File: src/rtl/uart_rx_param.sv
// Parametrised UART receiver: majority-vote sampling, start-glitch rejection,
// optional parity, 1/2 stop bits, and a small receive FIFO with per-word error flags.
//
// state   | meaning
// --------+-----------------------------------------------------------
// S_IDLE  | line idle; waits for rx_s low while armed
// S_START | start bit; a majority-high sample is rejected as a glitch
// S_DATA  | shifting data bits in, LSB first
// S_PARITY| checking the parity bit
// S_STOP  | checking stop bit(s); pushes the word at the final sample
module uart_rx_param #(
  parameter int CLK_FREQ   = 100_000_000,
  parameter int BAUD       = 9600,
  parameter int DATA_WIDTH = 8,
  parameter int PARITY     = 0,
  parameter int STOP_BITS  = 1,
  parameter int FIFO_DEPTH = 4
) (
  input  logic                  clk,
  input  logic                  rst_n,
  input  logic                  rx_i,
  output logic [DATA_WIDTH-1:0] rx_data_o,
  output logic                  rx_valid_o,
  input  logic                  rx_ready_i,
  output logic                  frame_err_o,
  output logic                  parity_err_o,
  output logic                  overrun_o,
  output logic                  busy_o
);

  localparam int BIT_CYCLES = CLK_FREQ / BAUD;
  localparam int HALF       = BIT_CYCLES / 2;
  localparam int CW         = $clog2(BIT_CYCLES);
  localparam int BW         = $clog2(DATA_WIDTH);
  localparam int AW         = $clog2(FIFO_DEPTH);
  localparam int EW         = DATA_WIDTH + 2;

  localparam logic [CW-1:0] C_S0   = CW'(HALF - 1);
  localparam logic [CW-1:0] C_S1   = CW'(HALF);
  localparam logic [CW-1:0] C_S2   = CW'(HALF + 1);
  localparam logic [CW-1:0] C_LAST = CW'(BIT_CYCLES - 1);
  localparam logic [BW-1:0] C_LAST_BIT = BW'(DATA_WIDTH - 1);
  localparam logic [AW:0]   C_DEPTH    = (AW+1)'(FIFO_DEPTH);

  typedef enum logic [2:0] {
    S_IDLE,
    S_START,
    S_DATA,
    S_PARITY,
    S_STOP
  } state_t;

  state_t r_state;
  state_t w_state_nxt;

  logic                  r_sync1, r_sync2;
  logic [CW-1:0]         r_cnt;
  logic                  r_s0, r_s1;
  logic [BW-1:0]         r_bit_idx;
  logic                  r_stop_idx;
  logic [DATA_WIDTH-1:0] r_shift;
  logic                  r_frame_err, r_par_err;
  logic                  r_armed;

  logic                  w_rx_s, w_maj, w_sample, w_bit_end;
  logic                  w_last_stop, w_par_exp, w_frame_err_fin, w_push;

  logic [EW-1:0]         r_mem [FIFO_DEPTH];
  logic [AW-1:0]         r_wptr, r_rptr;
  logic [AW:0]           r_count;
  logic                  r_overrun;
  logic                  w_full, w_empty, w_pop, w_wr;
  logic [EW-1:0]         w_head;

  always_ff @(posedge clk or negedge rst_n) begin
    if (!rst_n) begin
      r_sync1 <= 1'b1;
      r_sync2 <= 1'b1;
    end else begin
      r_sync1 <= rx_i;
      r_sync2 <= r_sync1;
    end
  end

  assign w_rx_s          = r_sync2;
  assign w_maj           = (r_s0 & r_s1) | (r_s0 & w_rx_s) | (r_s1 & w_rx_s);
  assign w_sample        = (r_cnt == C_S2);
  assign w_bit_end       = (r_cnt == C_LAST);
  assign w_last_stop     = (STOP_BITS == 1) ? 1'b1 : r_stop_idx;
  assign w_par_exp       = (^r_shift) ^ ((PARITY == 1) ? 1'b1 : 1'b0);
  assign w_frame_err_fin = r_frame_err | (w_sample & ~w_maj);

  always_ff @(posedge clk or negedge rst_n) begin
    if (!rst_n) r_state <= S_IDLE;
    else        r_state <= w_state_nxt;
  end

  always_comb begin
    w_state_nxt = r_state;
    w_push      = 1'b0;
    case (r_state)
      S_IDLE:   if (r_armed && !w_rx_s) w_state_nxt = S_START;
      S_START: begin
        if (w_sample && w_maj) w_state_nxt = S_IDLE;
        else if (w_bit_end)    w_state_nxt = S_DATA;
      end
      S_DATA: begin
        if (w_bit_end && (r_bit_idx == C_LAST_BIT))
          w_state_nxt = (PARITY != 0) ? S_PARITY : S_STOP;
      end
      S_PARITY: if (w_bit_end) w_state_nxt = S_STOP;
      S_STOP: begin
        // Leave at the final sample point so a back-to-back start edge is not missed.
        if (w_sample && w_last_stop) begin
          w_push      = 1'b1;
          w_state_nxt = S_IDLE;
        end
      end
      default:  w_state_nxt = S_IDLE;
    endcase
  end

  always_ff @(posedge clk or negedge rst_n) begin
    if (!rst_n) begin
      r_cnt       <= '0;
      r_s0        <= 1'b1;
      r_s1        <= 1'b1;
      r_bit_idx   <= '0;
      r_stop_idx  <= 1'b0;
      r_shift     <= '0;
      r_frame_err <= 1'b0;
      r_par_err   <= 1'b0;
      r_armed     <= 1'b1;
    end else begin
      if (r_state == S_IDLE || w_bit_end) r_cnt <= '0;
      else                                r_cnt <= r_cnt + 1'b1;

      if (r_state != S_IDLE) begin
        if (r_cnt == C_S0) r_s0 <= w_rx_s;
        if (r_cnt == C_S1) r_s1 <= w_rx_s;
      end

      case (r_state)
        S_IDLE: begin
          r_bit_idx   <= '0;
          r_stop_idx  <= 1'b0;
          r_frame_err <= 1'b0;
          r_par_err   <= 1'b0;
          if (w_rx_s) r_armed <= 1'b1;
        end
        S_DATA: begin
          if (w_sample)  r_shift   <= {w_maj, r_shift[DATA_WIDTH-1:1]};
          if (w_bit_end) r_bit_idx <= r_bit_idx + 1'b1;
        end
        S_PARITY: if (w_sample && (w_maj != w_par_exp)) r_par_err <= 1'b1;
        S_STOP: begin
          if (w_sample && !w_maj) r_frame_err <= 1'b1;
          if (w_bit_end)          r_stop_idx  <= 1'b1;
          // A framing error (e.g. break) must see the line high before the next frame.
          if (w_push)             r_armed     <= ~w_frame_err_fin;
        end
        default: ;
      endcase
    end
  end

  assign w_full  = (r_count == C_DEPTH);
  assign w_empty = (r_count == '0);
  assign w_pop   = ~w_empty & rx_ready_i;
  assign w_wr    = w_push & (~w_full | w_pop);

  always_ff @(posedge clk) begin
    if (w_wr) r_mem[r_wptr] <= {r_shift, w_frame_err_fin, r_par_err};
  end

  always_ff @(posedge clk or negedge rst_n) begin
    if (!rst_n) begin
      r_wptr    <= '0;
      r_rptr    <= '0;
      r_count   <= '0;
      r_overrun <= 1'b0;
    end else begin
      if (w_wr)  r_wptr <= r_wptr + 1'b1;
      if (w_pop) r_rptr <= r_rptr + 1'b1;
      case ({w_wr, w_pop})
        2'b10:   r_count <= r_count + 1'b1;
        2'b01:   r_count <= r_count - 1'b1;
        default: r_count <= r_count;
      endcase
      r_overrun <= w_push & w_full & ~w_pop;
    end
  end

  assign w_head       = r_mem[r_rptr];
  assign rx_valid_o   = ~w_empty;
  assign rx_data_o    = w_empty ? '0 : w_head[EW-1:2];
  assign frame_err_o  = ~w_empty & w_head[1];
  assign parity_err_o = ~w_empty & w_head[0] & (PARITY != 0);
  assign overrun_o    = r_overrun;
  assign busy_o       = (r_state != S_IDLE);

endmodule

File: config.mk
export PLATFORM = sky130hd
export DESIGN_NAME = uart_rx_param
export DESIGN_NICKNAME = d
export VERILOG_FILES = /design/src/rtl/uart_rx_param.sv
export SDC_FILE = /design/constraint.sdc
export NUM_CORES = 1
export LEC_CHECK = 0
export BUFFER_PORTS_ARGS = -buffer_cell sky130_fd_sc_hd__buf_4
export CAP_MARGIN = 20
export CELL_PAD_IN_SITES_DETAIL_PLACEMENT = 0
export CELL_PAD_IN_SITES_GLOBAL_PLACEMENT = 2
export CORE_ASPECT_RATIO = 1.1
export CORE_MARGIN = 4
export CORE_UTILIZATION = 30
export CTS_BUF_LIST = sky130_fd_sc_hd__clkbuf_2
export CTS_CLUSTER_SIZE = 30
export DETAILED_ROUTE_END_ITERATION = 8
export PLACE_DENSITY_LB_ADDON = 0.1
export SYNTH_ARGS = -nofsm -noshare
export SYNTH_HDL_FRONTEND = slang
export SYNTH_SLANG_ARGS = --single-unit
File: constraint.sdc
create_clock -name clk -period 7.37 [get_ports clk]
set_input_delay 0.3685 -clock clk [delete_from_list [all_inputs] [get_ports clk]]
set_output_delay 0.3685 -clock clk [all_outputs]
set_load 0.01 [all_outputs]
After elaboration in Yosys (flattened, before gate mapping):

Memory sizes are Yosys's and may differ from the RTL's.
Index checks and enable logic that the tools add are counted.

* register bits: 43
* bits in latches: 0
* bits in writable memories: 40
* memory bits (read-only): 0
* output and inout bits: 13
* word-level logic and storage cells: 110
* memories: 1

* add/subtract/negate cells: 6
* $mul: 0
* div/mod/pow operators: 0
* magnitude comparators: 0
* equality and inequality tests: 23
* shift operators: 0
* mux-type cells: 23
* bitwise operators: 18
* reduce and logical (&&, ||, !) cells: 24

Memories
* r_mem: depth 4, width 10, read ports 1, clocked after Yosys merged registers in 0, wr ports 1, line 68 `logic [EW-1:0] r_mem [FIFO_DEPTH];`

Operator list (number)
* $eq A14 B13 Y1 const B: 3
* $mux W3: 7
* $ne A2 B2 Y1 const B: 9
* $pmux W3 S5: 1
* $add A14 B1 Y14 const B: 1
* $eq A14 B14 Y1 const B: 1
* $mux W14: 1
* $pmux W3 S2: 2
* $reduce_and A2 Y1: 6
* $and A1 B1 Y1: 9
* $eq A3 B3 Y1 const B: 3
* $mux W1: 8
* $mux W8: 1
* $reduce_bool A2 Y1: 4
* $reduce_xor A8 Y1: 1
* $add A3 B1 Y3 const B: 2
* $eq A3 B2 Y1 const B: 2
* $logic_not A3 Y1: 2
* $pmux W1 S2: 3
* $logic_and A1 B1 Y1: 5
* $not A1 Y1: 5
* $reduce_and A5 Y1: 1
* $add A2 B1 Y2 const B: 2
* $or A1 B1 Y1: 4
* other kinds (10): 11

Longest topological paths before layout:

* depth in word-level cells: 9
* depth in mapped cells: 11

Worst setup path before layout:

OpenSTA, ideal clock, no wires.

* kind: flip-flop to flip-flop
* start: register r_cnt[0]
* end: register r_count[2]
* setup time: 87 ps
* data arrival time: 2347 ps
* data required time: 7283 ps
* slack: 4937 ps
* cell stages (with the launch flop): 11
* period minus slack after synthesis: 2433 ps
* path through: dfrtp_1 -> ha_1 -> and3b_4 -> nand2_4 -> or2_1 -> buf_6 -> nand3_1 -> fa_1 -> or4_1 -> o31a_1 -> o211ai_1

* longest elaborated chain between the ends: 6
* elaborated cells on any way between the ends: 8

RTL lines
* start: declaration: line 57 `logic [CW-1:0] r_cnt;`
* start signal: assignment: line 136 `else r_cnt <= r_cnt + 1'b1;`
* $eq A14 B13 Y1 (*): line 87 `assign w_sample = (r_cnt == C_S2);`
* $mux W1 (*): line 114 `if (w_sample && w_last_stop) begin`
* $mux W1 (*): line 101 `case (r_state)`
* $and A1 B1 Y1 (*): line 170 `assign w_wr = w_push & (~w_full | w_pop);`
* $eq A2 B1 Y1 or $eq A2 B2 Y1 (tied branches): line 185 `case ({w_wr, w_pop})`
* $pmux W3 S2 or $reduce_bool A2 Y1 (tied branches)
* end signal: assignment: line 186 `2'b10: r_count <= r_count + 1'b1;`
* end signal: assignment: line 187 `2'b01: r_count <= r_count - 1'b1;`
* end signal: assignment: line 188 `default: r_count <= r_count;`
* end: declaration: line 70 `logic [AW:0] r_count;`

Every way passes the cells marked *; elsewhere a longest branch is shown, timed or not.
A chain may end at the register's enable or synchronous reset.

Final worst setup path:

* start: register r_cnt[10]
* end: register r_count[2]

Same word-level chain as after synthesis.

==> results.md <==
- ANT cells: 0
- Reg2reg setup slack: 4.66 ns
- Post-DRT Antenna Nets: 0
- Largest net degree at the start of global routing: 43
- Finished Core Util: 0.344
- Final nets: 301
- Post CTS Setup Buffer Count: 0
- Most frequent cell after synthesis: dfrtp_1
- Worst slew pin tran: 0.707 ns
- Initial antenna violation count: 0
- CTS Root Cell: clkbuf_2
- Yosys cell types: 57
- Seq cells post-synth: 78
- PostCTS Resize Cnt: 0
- Port Buffers: 15
- Main flop type after synthesis: dfrtp_1
- Non-Filler Instances: 442
- Core area: 11700 um^2
- Part of the Yosys area used for sequential elements: 0.587
- DIE HEIGHT: 124 um
- Clock Path Buffers: 2
- Placed cell count: 424
- Tmin final: 2.71 ns
- Design Area, Final: 4030 um^2
- Clock Skew: 0.0259 ns
- Area contributors post-synth: edfxtp_1, dfrtp_1, mux4_2
- Max-cap check violation count: 0
- Via count: 2089
- Peak VDD IR: 0.000121 V
- RSZ-0062 raised after global routing: false
- Post-synth top area cell: edfxtp_1
- CTS H-tree lvls: 3
- Die area: 14000 um^2
- Gpl congestion: 0.697
- HP Class: input pin to flop
- Synth Area per Inst: 13.5 um^2
- TritonCTS clock tree: done
- Total Routing Usage GR: 0.107
- Max-slew violations: 0
- Die W: 113 um
- Fmax: 0.368 GHz
- # clock sinks: 78
- Num rows: 41
- Crit. End Element: flop
- Commonest cells post-synth: dfrtp_1, edfxtp_1, nor2_1, nand2_1, and2_1
- P_leak: 1.71 nW
- Fillcell total: 1183
- DRC viols: 0
- Area Growth Syn to Fin: 10.5%
- Worst skew pair latency: 0.53 ns
- Initial Util: 0.312
- Number of enable flip-flop cells after synthesis: 36
- Share of cells above drive strength 1: 0.216
- Worst-path clk slew: 0.24 ns
- Setup TNS: 0 ns
- Detail Placement HPWL: 4600 um
- Mapped Area: 3640 um^2
- Total gr overflow: 0
- Startpoint types: flop
- Syn_nets: 284
- Synthesized instance count: 270
- Drt wl/cell: 15.5 um
- Total wire length: 6870 um
- Post-CTS Hold Fix Bufs: 2
- CP arrival: 3.16 ns
- Total power: 976 uW
- Fin crit share: 0.368
- CTS Buf Count: 9
- P per Cell Area: 242 nW/um^2
- Crit Path Max Fanout: 8
- Via density: 4.73
- Dpl cell area: 3860 um^2
- Rel. slew slack: 0.529
- Critical path type: flop to flop
- Yosys warning total: 0
- Post-synth ARST share: 0.538
- Status: finished, final reports clean
- IO Pins: 17
- Initial DRC count: 68
- Vias in the first global route: 2159
- Detailed Routing Iterations Pass 1: 4
- Fin. Hold Viols: 0
- Share of the synthesized area in the top cell type: 0.297
- Endpoints failing setup: 0
- First-pass GRT wire length: 11300 um
- Critical Path RT: 7.82 ns
registers in the layout, indices dropped and copies added, names as in the netlist, 2 cells and up:
name / cells
r_wptr: 2
r_state: 3
r_bit_idx: 3
r_count: 3
r_cnt: 14
r_shift: 8
r_mem: 36
r_rptr: 2
worst paths after layout:
path / cells after the start / startpoint / endpoint
max: 8 / r_cnt[10] / r_count[2]
min: 3 / rx_ready_i / r_rptr[0]
max reg2reg: 8 / r_cnt[10] / r_count[2]
min reg2reg: 0 / r_sync1 / r_sync2
max in group asynchronous: 2 / rst_n / r_sync2
min in group asynchronous: 2 / rst_n / r_cnt[6]
metal layers:
layer	part of all wire	vias to the layer above	GRT usage
li1	-	1011	-
met1	0.45	1044	0.124
met2	0.51	24	0.187
met3	0.025	10	0.0219
met4	0.020	0	0.0563
met5	0	-	0
critical path, cell delays in order (launching register included):
cell	delay (ns)
dfrtp_1	0.48
and4bb_1	0.23
nand3_1	0.22
or2_1	0.34
nand3_1	0.15
fa_1	0.41
or4_1	0.54
o31a_1	0.12
o211ai_1	0.15
per-stage QoR:
| stage | worst slack, ns | hold WS, ns |
|---|---|---|
| finish | 4.66 | 0.128 |
| global route | 4.48 | 0.0406 |
| CTS | 4.57 | 0.0624 |
| detailed placement | 4.68 | 0.351 |
| global placement | 4.71 | 0.346 |
| floorplan | 4.94 | 0.0729 |
layout by cell type, fill, tap and decap left out, drive strengths merged, types with 4 or more instances in the layout:
cell	instances
buf	15
inv	10
nand4	4
mux2	11
nor3	5
edfxtp	36
mux4	9
nand3	10
dfrtp	37
dfstp	5
and2	14
ha	9
and3	4
a21oi	6
o21ai	9
nor2	19
xor2	8
or3	4
xnor2	6
clkbuf	9
and4	4
nand2	15
area by class of cell:
type                       count  area (um^2)  area share
clock buffer                   9         45.0      0.0112
clock inverter                 7         97.6      0.0242
inverter                       9         33.8     0.00839
multi-input combinational    172         1390       0.346
sequential                    78         2140       0.531
tap                          150          188      0.0466
timing repair buffer          17          133      0.0329
cell families after synthesis:
group	share of synthesized area
adder cells (fa/ha/maj)	0.0391
XOR/XNOR	0.0336
buffers and inverters	0.0312
multiplexers	0.101
AND/OR/NAND/NOR	0.158
AO/OA/AOI/OAI	0.0501
flip-flops	0.587
other	0.00103
power by group:
part | switching (mW) | leakage, nW | total [mW] | internal (mW)
Combinational | 0.0785 | 0.661 | 0.159 | 0.0804
Sequential | 0.0646 | 0.968 | 0.544 | 0.479
Clock | 0.160 | 0.0801 | 0.274 | 0.113
Power figures use the tool's default switching activity.
